`src/rtl/fp32_multiplication.sv`:
```
// fp32_multiplication: pipelined IEEE-754 single-precision multiplier (FMUL.S), 4-cycle latency
// Ports: clk; rst_n (async, active-high reset); start qualifies a_in/b_in;
//        result/Exception registered, valid while done is high.
// Build option: define FMUL_ROUND_RNE_EN for round-to-nearest-even, otherwise truncation.
module fp32_multiplication (
    input  logic        clk,
    input  logic        rst_n,
    input  logic        start,
    input  logic [31:0] a_in,
    input  logic [31:0] b_in,
    output logic [31:0] result,
    output logic        done,
    output logic        Exception
);
    logic        r0_v;
    logic [31:0] r0_a, r0_b;
    logic        r1_v, r1_s, r1_nan, r1_inf, r1_zero;
    logic [7:0]  r1_ea, r1_eb;
    logic [23:0] r1_ma, r1_mb;
    logic        r2_v, r2_s, r2_nan, r2_inf, r2_zero;
    logic [9:0]  r2_exp;
`ifdef FMUL_ROUND_RNE_EN
    logic [25:0] r2_top;
    logic        r2_st;
    logic [47:0] w_prod;
`else
    logic [24:0] r2_top;
`endif
    logic        r3_v, r3_s, r3_nan, r3_inf, r3_zero;
    logic [9:0]  r3_exp;
    logic [22:0] r3_frac;
    logic        w_a_zero, w_b_zero, w_a_max, w_b_max, w_a_fz, w_b_fz;
    logic        w_hi, w_inv, w_ovf, w_udf, w_exc;
    logic [22:0] w_frac_r;
    logic [9:0]  w_exp_r;
    logic [31:0] w_res;
`ifdef FMUL_ROUND_RNE_EN
    logic        w_g, w_st, w_inc;
    logic [22:0] w_frac;
    logic [23:0] w_rnd;
    assign w_prod = r1_ma * r1_mb;
`endif
    // Subnormals have a zero exponent field and are therefore flushed to zero here.
    assign w_a_zero = r0_a[30:23] == 8'h00;
    assign w_b_zero = r0_b[30:23] == 8'h00;
    assign w_a_max  = r0_a[30:23] == 8'hFF;
    assign w_b_max  = r0_b[30:23] == 8'hFF;
    assign w_a_fz   = r0_a[22:0] == 23'd0;
    assign w_b_fz   = r0_b[22:0] == 23'd0;
    always_comb begin
`ifdef FMUL_ROUND_RNE_EN
        // r2_top holds product bits [47:22]; lower bits live only in the sticky r2_st.
        w_hi     = r2_top[25];
        w_frac   = w_hi ? r2_top[24:2] : r2_top[23:1];
        w_g      = w_hi ? r2_top[1] : r2_top[0];
        w_st     = w_hi ? (r2_top[0] | r2_st) : r2_st;
        w_inc    = w_g & (w_st | w_frac[0]);
        w_rnd    = {1'b0, w_frac} + {23'd0, w_inc};
        // A carry out of the fraction means 1.111..+ulp = 10.000.., so the fraction wraps to zero.
        w_frac_r = w_rnd[22:0];
        w_exp_r  = r2_exp + {9'd0, w_hi} + {9'd0, w_rnd[23]};
`else
        // r2_top holds product bits [47:23].
        w_hi     = r2_top[24];
        w_frac_r = w_hi ? r2_top[23:1] : r2_top[22:0];
        w_exp_r  = r2_exp + {9'd0, w_hi};
`endif
        w_inv = r3_nan | (r3_inf & r3_zero);
        w_ovf = $signed(r3_exp) >= 10'sd255;
        w_udf = $signed(r3_exp) <= 10'sd0;
        w_res = w_inv   ? 32'h7FC00000 :
                r3_inf  ? {r3_s, 8'hFF, 23'd0} :
                r3_zero ? {r3_s, 31'd0} :
                w_ovf   ? {r3_s, 8'hFF, 23'd0} :
                w_udf   ? {r3_s, 31'd0} :
                          {r3_s, r3_exp[7:0], r3_frac};
        w_exc = w_inv | (~r3_inf & ~r3_zero & (w_ovf | w_udf));
    end
    always_ff @(posedge clk or posedge rst_n) begin
        if (rst_n) begin
            r0_v <= 1'b0; r0_a <= '0; r0_b <= '0;
            r1_v <= 1'b0; r1_s <= 1'b0; r1_nan <= 1'b0; r1_inf <= 1'b0; r1_zero <= 1'b0;
            r1_ea <= '0; r1_eb <= '0; r1_ma <= '0; r1_mb <= '0;
            r2_v <= 1'b0; r2_s <= 1'b0; r2_nan <= 1'b0; r2_inf <= 1'b0; r2_zero <= 1'b0;
            r2_exp <= '0; r2_top <= '0;
`ifdef FMUL_ROUND_RNE_EN
            r2_st <= 1'b0;
`endif
            r3_v <= 1'b0; r3_s <= 1'b0; r3_nan <= 1'b0; r3_inf <= 1'b0; r3_zero <= 1'b0;
            r3_exp <= '0; r3_frac <= '0;
            result <= '0; done <= 1'b0; Exception <= 1'b0;
        end else begin
            r0_v    <= start;
            r0_a    <= a_in;
            r0_b    <= b_in;
            r1_v    <= r0_v;
            r1_s    <= r0_a[31] ^ r0_b[31];
            r1_nan  <= (w_a_max & ~w_a_fz) | (w_b_max & ~w_b_fz);
            r1_inf  <= (w_a_max & w_a_fz) | (w_b_max & w_b_fz);
            r1_zero <= w_a_zero | w_b_zero;
            r1_ea   <= r0_a[30:23];
            r1_eb   <= r0_b[30:23];
            r1_ma   <= w_a_zero ? 24'd0 : {1'b1, r0_a[22:0]};
            r1_mb   <= w_b_zero ? 24'd0 : {1'b1, r0_b[22:0]};
            r2_v    <= r1_v;
            r2_s    <= r1_s;
            r2_nan  <= r1_nan;
            r2_inf  <= r1_inf;
            r2_zero <= r1_zero;
            r2_exp  <= {2'b00, r1_ea} + {2'b00, r1_eb} - 10'd127;
`ifdef FMUL_ROUND_RNE_EN
            r2_top  <= w_prod[47:22];
            r2_st   <= |w_prod[21:0];
`else
            r2_top  <= 25'((48'(r1_ma) * 48'(r1_mb)) >> 23);
`endif
            r3_v    <= r2_v;
            r3_s    <= r2_s;
            r3_nan  <= r2_nan;
            r3_inf  <= r2_inf;
            r3_zero <= r2_zero;
            r3_exp  <= w_exp_r;
            r3_frac <= w_frac_r;
            done    <= r3_v;
            if (r3_v) begin
                result    <= w_res;
                Exception <= w_exc;
            end
        end
    end
endmodule

```
`config.mk`:
```
export PLATFORM = sky130hd
export DESIGN_NAME = fp32_multiplication
export DESIGN_NICKNAME = d
export VERILOG_FILES = /design/src/rtl/fp32_multiplication.sv
export SDC_FILE = /design/constraint.sdc
export NUM_CORES = 2
export LEC_CHECK = 0
export ABC_CLOCK_PERIOD_IN_PS = 7400
export BUFFER_PORTS_ARGS = -buffer_cell sky130_fd_sc_hd__buf_2
export CORE_ASPECT_RATIO = 0.75
export CORE_MARGIN = 3
export CORE_UTILIZATION = 45
export CTS_CLUSTER_SIZE = 8
export DETAILED_ROUTE_END_ITERATION = 8
export PLACE_DENSITY = 0.66
export SLEW_MARGIN = 40
export SYNTH_ARGS = -nofsm -noshare
export SYNTH_HDL_FRONTEND = slang
export SYNTH_SLANG_ARGS = --single-unit
```
`constraint.sdc`:
```
create_clock -name clk -period 7.4 [get_ports clk]
set_clock_uncertainty 0.2 [all_clocks]
set_input_delay 0.37 -clock clk [delete_from_list [all_inputs] [get_ports clk]]
set_output_delay 0.37 -clock clk [all_outputs]
set_load 0.01 [all_outputs]
```
After elaboration in Yosys (flattened, before gate mapping)
Cells that the tools add are included.
{ "word_totals": {"elab_cells": 67, "regBits": 246, "out_inout_bits": 34} }
{ "op_classes": {"muxes": 8, "n_eq_ne": 2, "reduce_logical": 4, "add_sub_neg": 3, "n_bitwise": 18, "mul": 1, "order_cmp": 2} }
{ "op_table": {"columns": ["cell", "n"], "rows": [
  ["31-bit 2-to-1 mux", 4],
  ["24-bit by 24-bit multiplier with 48-bit output", 1],
  ["24-bit 2-to-1 mux", 2],
  ["23-bit logical NOT", 2],
  ["32-bit 2-to-1 mux", 1],
  ["23-bit 2-to-1 mux", 1],
  ["8-bit == test (second input constant)", 2],
  ["8-bit logical NOT", 2],
  ["10-bit by 1-bit adder with 10-bit output", 1],
  ["10-bit by 9-bit greater-or-equal comparator with 1-bit output (second input constant)", 1],
  ["10-bit by 1-bit <= comparator with 1-bit output (second input constant)", 1],
  ["9-bit by 7-bit subtractor with 10-bit output (second input constant)", 1],
  ["8-bit by 8-bit adder with 9-bit output", 1],
  ["1-bit AND", 7],
  ["1-bit bitwise OR", 6],
  ["1-bit inverter", 4],
  ["1-bit bitwise XOR", 1]
]} }

Longest topological paths before layout
{ "depth": {"depth_word": 6, "mapped_depth": 26, "ltp_nobuf": 24} }

Worst setup path after synthesis
OpenSTA, ideal clock, no wires.
{ "synth_path": {"path_type": "register to register", "startpoint": "register r1_mb[3]", "endpoint": "register r2_top[22]", "required_ns": 7.071, "path_buffers": 2, "stages_incl_launch_ff": 25, "slack_ns": 0.716, "arrival_time_ns": 6.355, "path_cell_list": "dfrtp_1 > clkbuf_1 > nand2_1 > fa_1 > inv_1 > fa_1 > inv_1 > fa_1 > fa_1 > inv_1 > fa_1 > fa_1 > inv_1 > fa_1 > inv_1 > ha_1 > buf_6 > nand2_2 > a21o_1 > a2111o_1 > a2111o_1 > nand2_2 > a41o_4 > a2111o_1 > o211ai_2"} }
{ "synth_via": {"elab_chain_len": 1} }
{ "synth_rtl": {"columns": ["element", "line", "rtl"], "rows": [
  ["start: declaration", "19", "logic [23:0] r1_ma, r1_mb;"],
  ["start signal: assignment", "104", "r1_mb <= w_b_zero ? 24'd0 : {1'b1, r0_b[22:0]};"],
  ["24-bit by 24-bit multiplier with 48-bit output", "115", "r2_top <= 25'((48'(r1_ma) * 48'(r1_mb)) >> 23);"],
  ["end signal: assignment", "115", null],
  ["end: declaration", "27", "logic [24:0] r2_top;"]
]} }
No other way between the ends.
A chain may end at the register's enable or synchronous reset.

Worst setup path in the final report
{ "layout_path": {"startpoint": "register r1_ma[20]", "endpoint": "register r2_top[22]"} }
{ "layout_via": {"elab_chain_len": 1} }
{ "layout_rtl": {"columns": ["element", "line", "rtl"], "rows": [
  ["start: declaration", "19", null],
  ["start signal: assignment", "103", "r1_ma <= w_a_zero ? 24'd0 : {1'b1, r0_a[22:0]};"],
  ["24-bit by 24-bit multiplier with 48-bit output", "115", null]
]} }
No other way between the ends.

==> summary.md <==
| Metric | Value |
|---|---|
| Outcome | completed |
| CP endpoint kind | flop |
| Slew @ Worst Pin | 0.8249 ns |
| First drt pass iteration count | 5 |
| Largest net degree at the start of global routing | 95 |
| Max-cap violations | 0 |
| Commonest non-fill, non-tap cells in the layout | inv_1, fa_1, nand2_1 |
| PortBufs | 100 |
| Clock buffer depth | 3 |
| Largest cells by area after synthesis | fa_1, dfrtp_1, ha_1 |
| DR vias/cell | 5.078 |
| First-pass GRT wire length | 109,900 um |
| Vias in the first global route | 19,800 |
| Grt ovf | 0 |
| Worst Path Required | 7.60 ns |
| Antenna-violating nets left | 0 |
| Row Count | 76 |
| Avg WL per Cell | 18.92 um |
| Hold depth | 0 |
| Setup TNS | 0 ns |
| Die H | about 220 um |
| Worst reg2reg startpoint | r1_ma[20] |
| Sequential area share after synthesis | around 23% |
| TritonCTS clock tree | built |
| Layout cells sized above 1 | 10.53% |
| Setup Crit Path Kind | reg -> reg |
| CTS sink cnt | approximately 250 |
| Final WL | 68,460 um |
| R2r setup slk | 0.19 ns |
| Placed insts | 3,502 |
| Register clock-pin slew on the reported worst setup and hold paths | 0.05 ns |
| CP bufs+invs | 6 |
| Startpoint types | flop |
| Setup WS pre-CTS | -0.01637 ns |
| Final worst slack | 0.1933 ns |
| Max Clk Rate | about 0.14 GHz |
| Synthesized instance count | 2,666 |
| Die width | 286.9 um |
| Total GRT Usage | 22.71% |
| Number of synthesized flops with an enable pin | 0 |
| Synth unique cells | 60 |
| Async SR Flop Fraction | 100.0% |
| Num ports | 101 |
| Syn Std Cell Area | 26,630 sq um |
| Average size of a mapped cell | 9.990 sq um |
| Fin. Hold Viols | 0 |
| Clk_lat worst skew | around 0.52 ns |
| 1st-iter DRT viols | 1,315 |
| Initial antenna violation count | 0 |
| CTS Buf Count | 37 |
| R2R cell count | 22 |
| Reg-to-reg endpoint | r2_top[22] |
| Nets | 3,571 |
| Worst hold endpoint | r3_s |
| Detailed-route via count | 18,380 |
| Core footprint | about 58,000 sq um |
| Ys flop type | dfrtp_1 |
| Critical path cell sequence | buf_6 -> nand2_1 -> fa_1 -> inv_1 -> fa_1 -> inv_1 -> fa_1 -> inv_1 -> fa_1 -> fa_1 -> fa_1 -> inv_1 -> fa_1 -> inv_1 -> ha_1 -> nand4_1 -> or3_1 -> a2111o_1 -> nand2_2 -> a41o_4 -> a2111o_1 -> o211ai_2 |
| Unrepaired setup endpoints after global routing | no |
| DRC viols | 0 |
| Slew margin rel. | 45.00% |
| Slew Limit Fails | 0 |
| Max stage delay on crit path | 0.61 ns |
| Initial cell density of the core | 45.91% |
| Detailed placement HPWL | 55,730 um |
| Area Overhead vs Synth | 12.85% |
| Most common cell after layout, fill and taps aside | inv_1 |
| Fin cells | 3,619 |
| CP max FO | 17 |
| Worst path top cell family by delay | adder cells |
| Yosys Warn Count | 0 |
| Fin crit share | 97.39% |
| Root Buffer | clkbuf_16 |
| Most used cell along the critical path | fa_1 |
| Diodes inserted | 0 |
| # setup viols final | 0 |
| DIE AREA | 62,170 sq um |
| Flops & latches, synth | between 200 and 250 |
| CP max stage cell | fa_1 |
| Min-delay src | r2_s |
| Critical path arrival | 7.41 ns |
| Post-layout min period | 7.207 ns |
| GP Congestion | 0.9335 |
| Post-synth top area share | a little over a third |
| Synth area leader | fa_1 |
| H-tree lvl count | 2 |
| Net Count, Synth | 3,402 |
| HP Class | reg -> reg |
==> cells in the mapped netlist, drive strengths merged (6+ instances only) <==
| cell type | instances |
|---|---|
| a21oi | 55 |
| nor2 | 35 |
| nand2 | 357 |
| nand3 | 14 |
| nor2b | 6 |
| clkbuf | 112 |
| buf | 9 |
| a21o | 20 |
| nor3 | 9 |
| ha | 187 |
| inv | 576 |
| nand4 | 21 |
| and3 | 8 |
| mux2 | 23 |
| dfrtp | 246 |
| nand2b | 8 |
| xnor2 | 26 |
| nor4 | 19 |
| o211ai | 6 |
| fa | 482 |
| o21bai | 9 |
| o21ai | 51 |
| xor2 | 14 |
| and2 | 325 |
==> how the worst max path moves through the flow <==
| stage | start | to | cells past startpoint |
|---|---|---|---|
| 5_1_grt | r1_mb[0] | r2_top[17] | 22 |
| 3_3_place_gp | r1_mb[10] | r2_top[16] | 17 |
| 6_report | r1_ma[20] | r2_top[22] | 22 |
| 2_1_floorplan | rst_n | Exception | 1 |
| 3_5_place_dp | r1_mb[9] | r2_top[16] | 20 |
| 4_1_cts | r1_mb[12] | r2_top[16] | 22 |
==> per-stage QoR <==
step / instance area [sq um] / hold slack [ns] / util (%)
floorplan: 26630 / 0.1312 / -
global placement: 28250 / 0.1345 / 48.71
detailed placement: 28260 / 0.1418 / 48.72
CTS: 29950 / 0.1479 / 51.63
global route: 30060 / 0.1615 / 51.81
finish: 30060 / 0.1513 / 51.81
==> registers in the layout, summed over array words and instances (netlist names), 8 cells and up <==
signal   flops
r0_a        32
r1_ea        8
r1_eb        8
result      32
r3_exp      10
r2_exp      10
r3_frac     23
r1_mb       24
r2_top      25
r0_b        32
r1_ma       24
==> final cells by class <==
class | count | area [sq um]
Fill cell | 5158 | 27950
Clock buffer | 39 | 954.7
Inverter | 576 | 2170
Multi-Input combinational cell | 1723 | 17870
Clock inverter | 4 | 51.30
Timing Repair Buffer | 251 | 1839
Tap cell | 780 | 975.9
Sequential cell | 246 | 6190
==> kinds of logic (layout without fill, tap and decap cells) <==
family / Yosys count / after routing / synth area share (%)
multiplexers: 24 / 24 / 1.010
flip-flops: 246 / 246 / 23.11
AO/OA/AOI/OAI: 178 / 178 / 4.289
buffers and inverters: 697 / 870 / 9.894
XOR/XNOR: 40 / 40 / 1.315
AND/OR/NAND/NOR: 812 / 812 / 15.36
adder cells (fa/ha/maj): 669 / 669 / 45.02
==> repair_timing <==
action / CTS / global route
buffers inserted: 0 / 8
endpoints found under the setup margin: 2 / 10
hold endpoints to repair: 157 / 0
hold buffers: 66 / 0
gates resized for setup: 12 / 24
==> metal layers <==
| metal | GRT usage [%] | share of wire (%) |
|---|---|---|
| met1 | 33.54 | 45 |
| met2 | 31.22 | 40 |
| met3 | 10.16 | 13 |
| met4 | 3.494 | 1.4 |
| met5 | 0 | 0 |
Power is left out: the tool's default activity adds up to more than one toggle a clock period on the data nets, which glitch-free logic cannot reach.
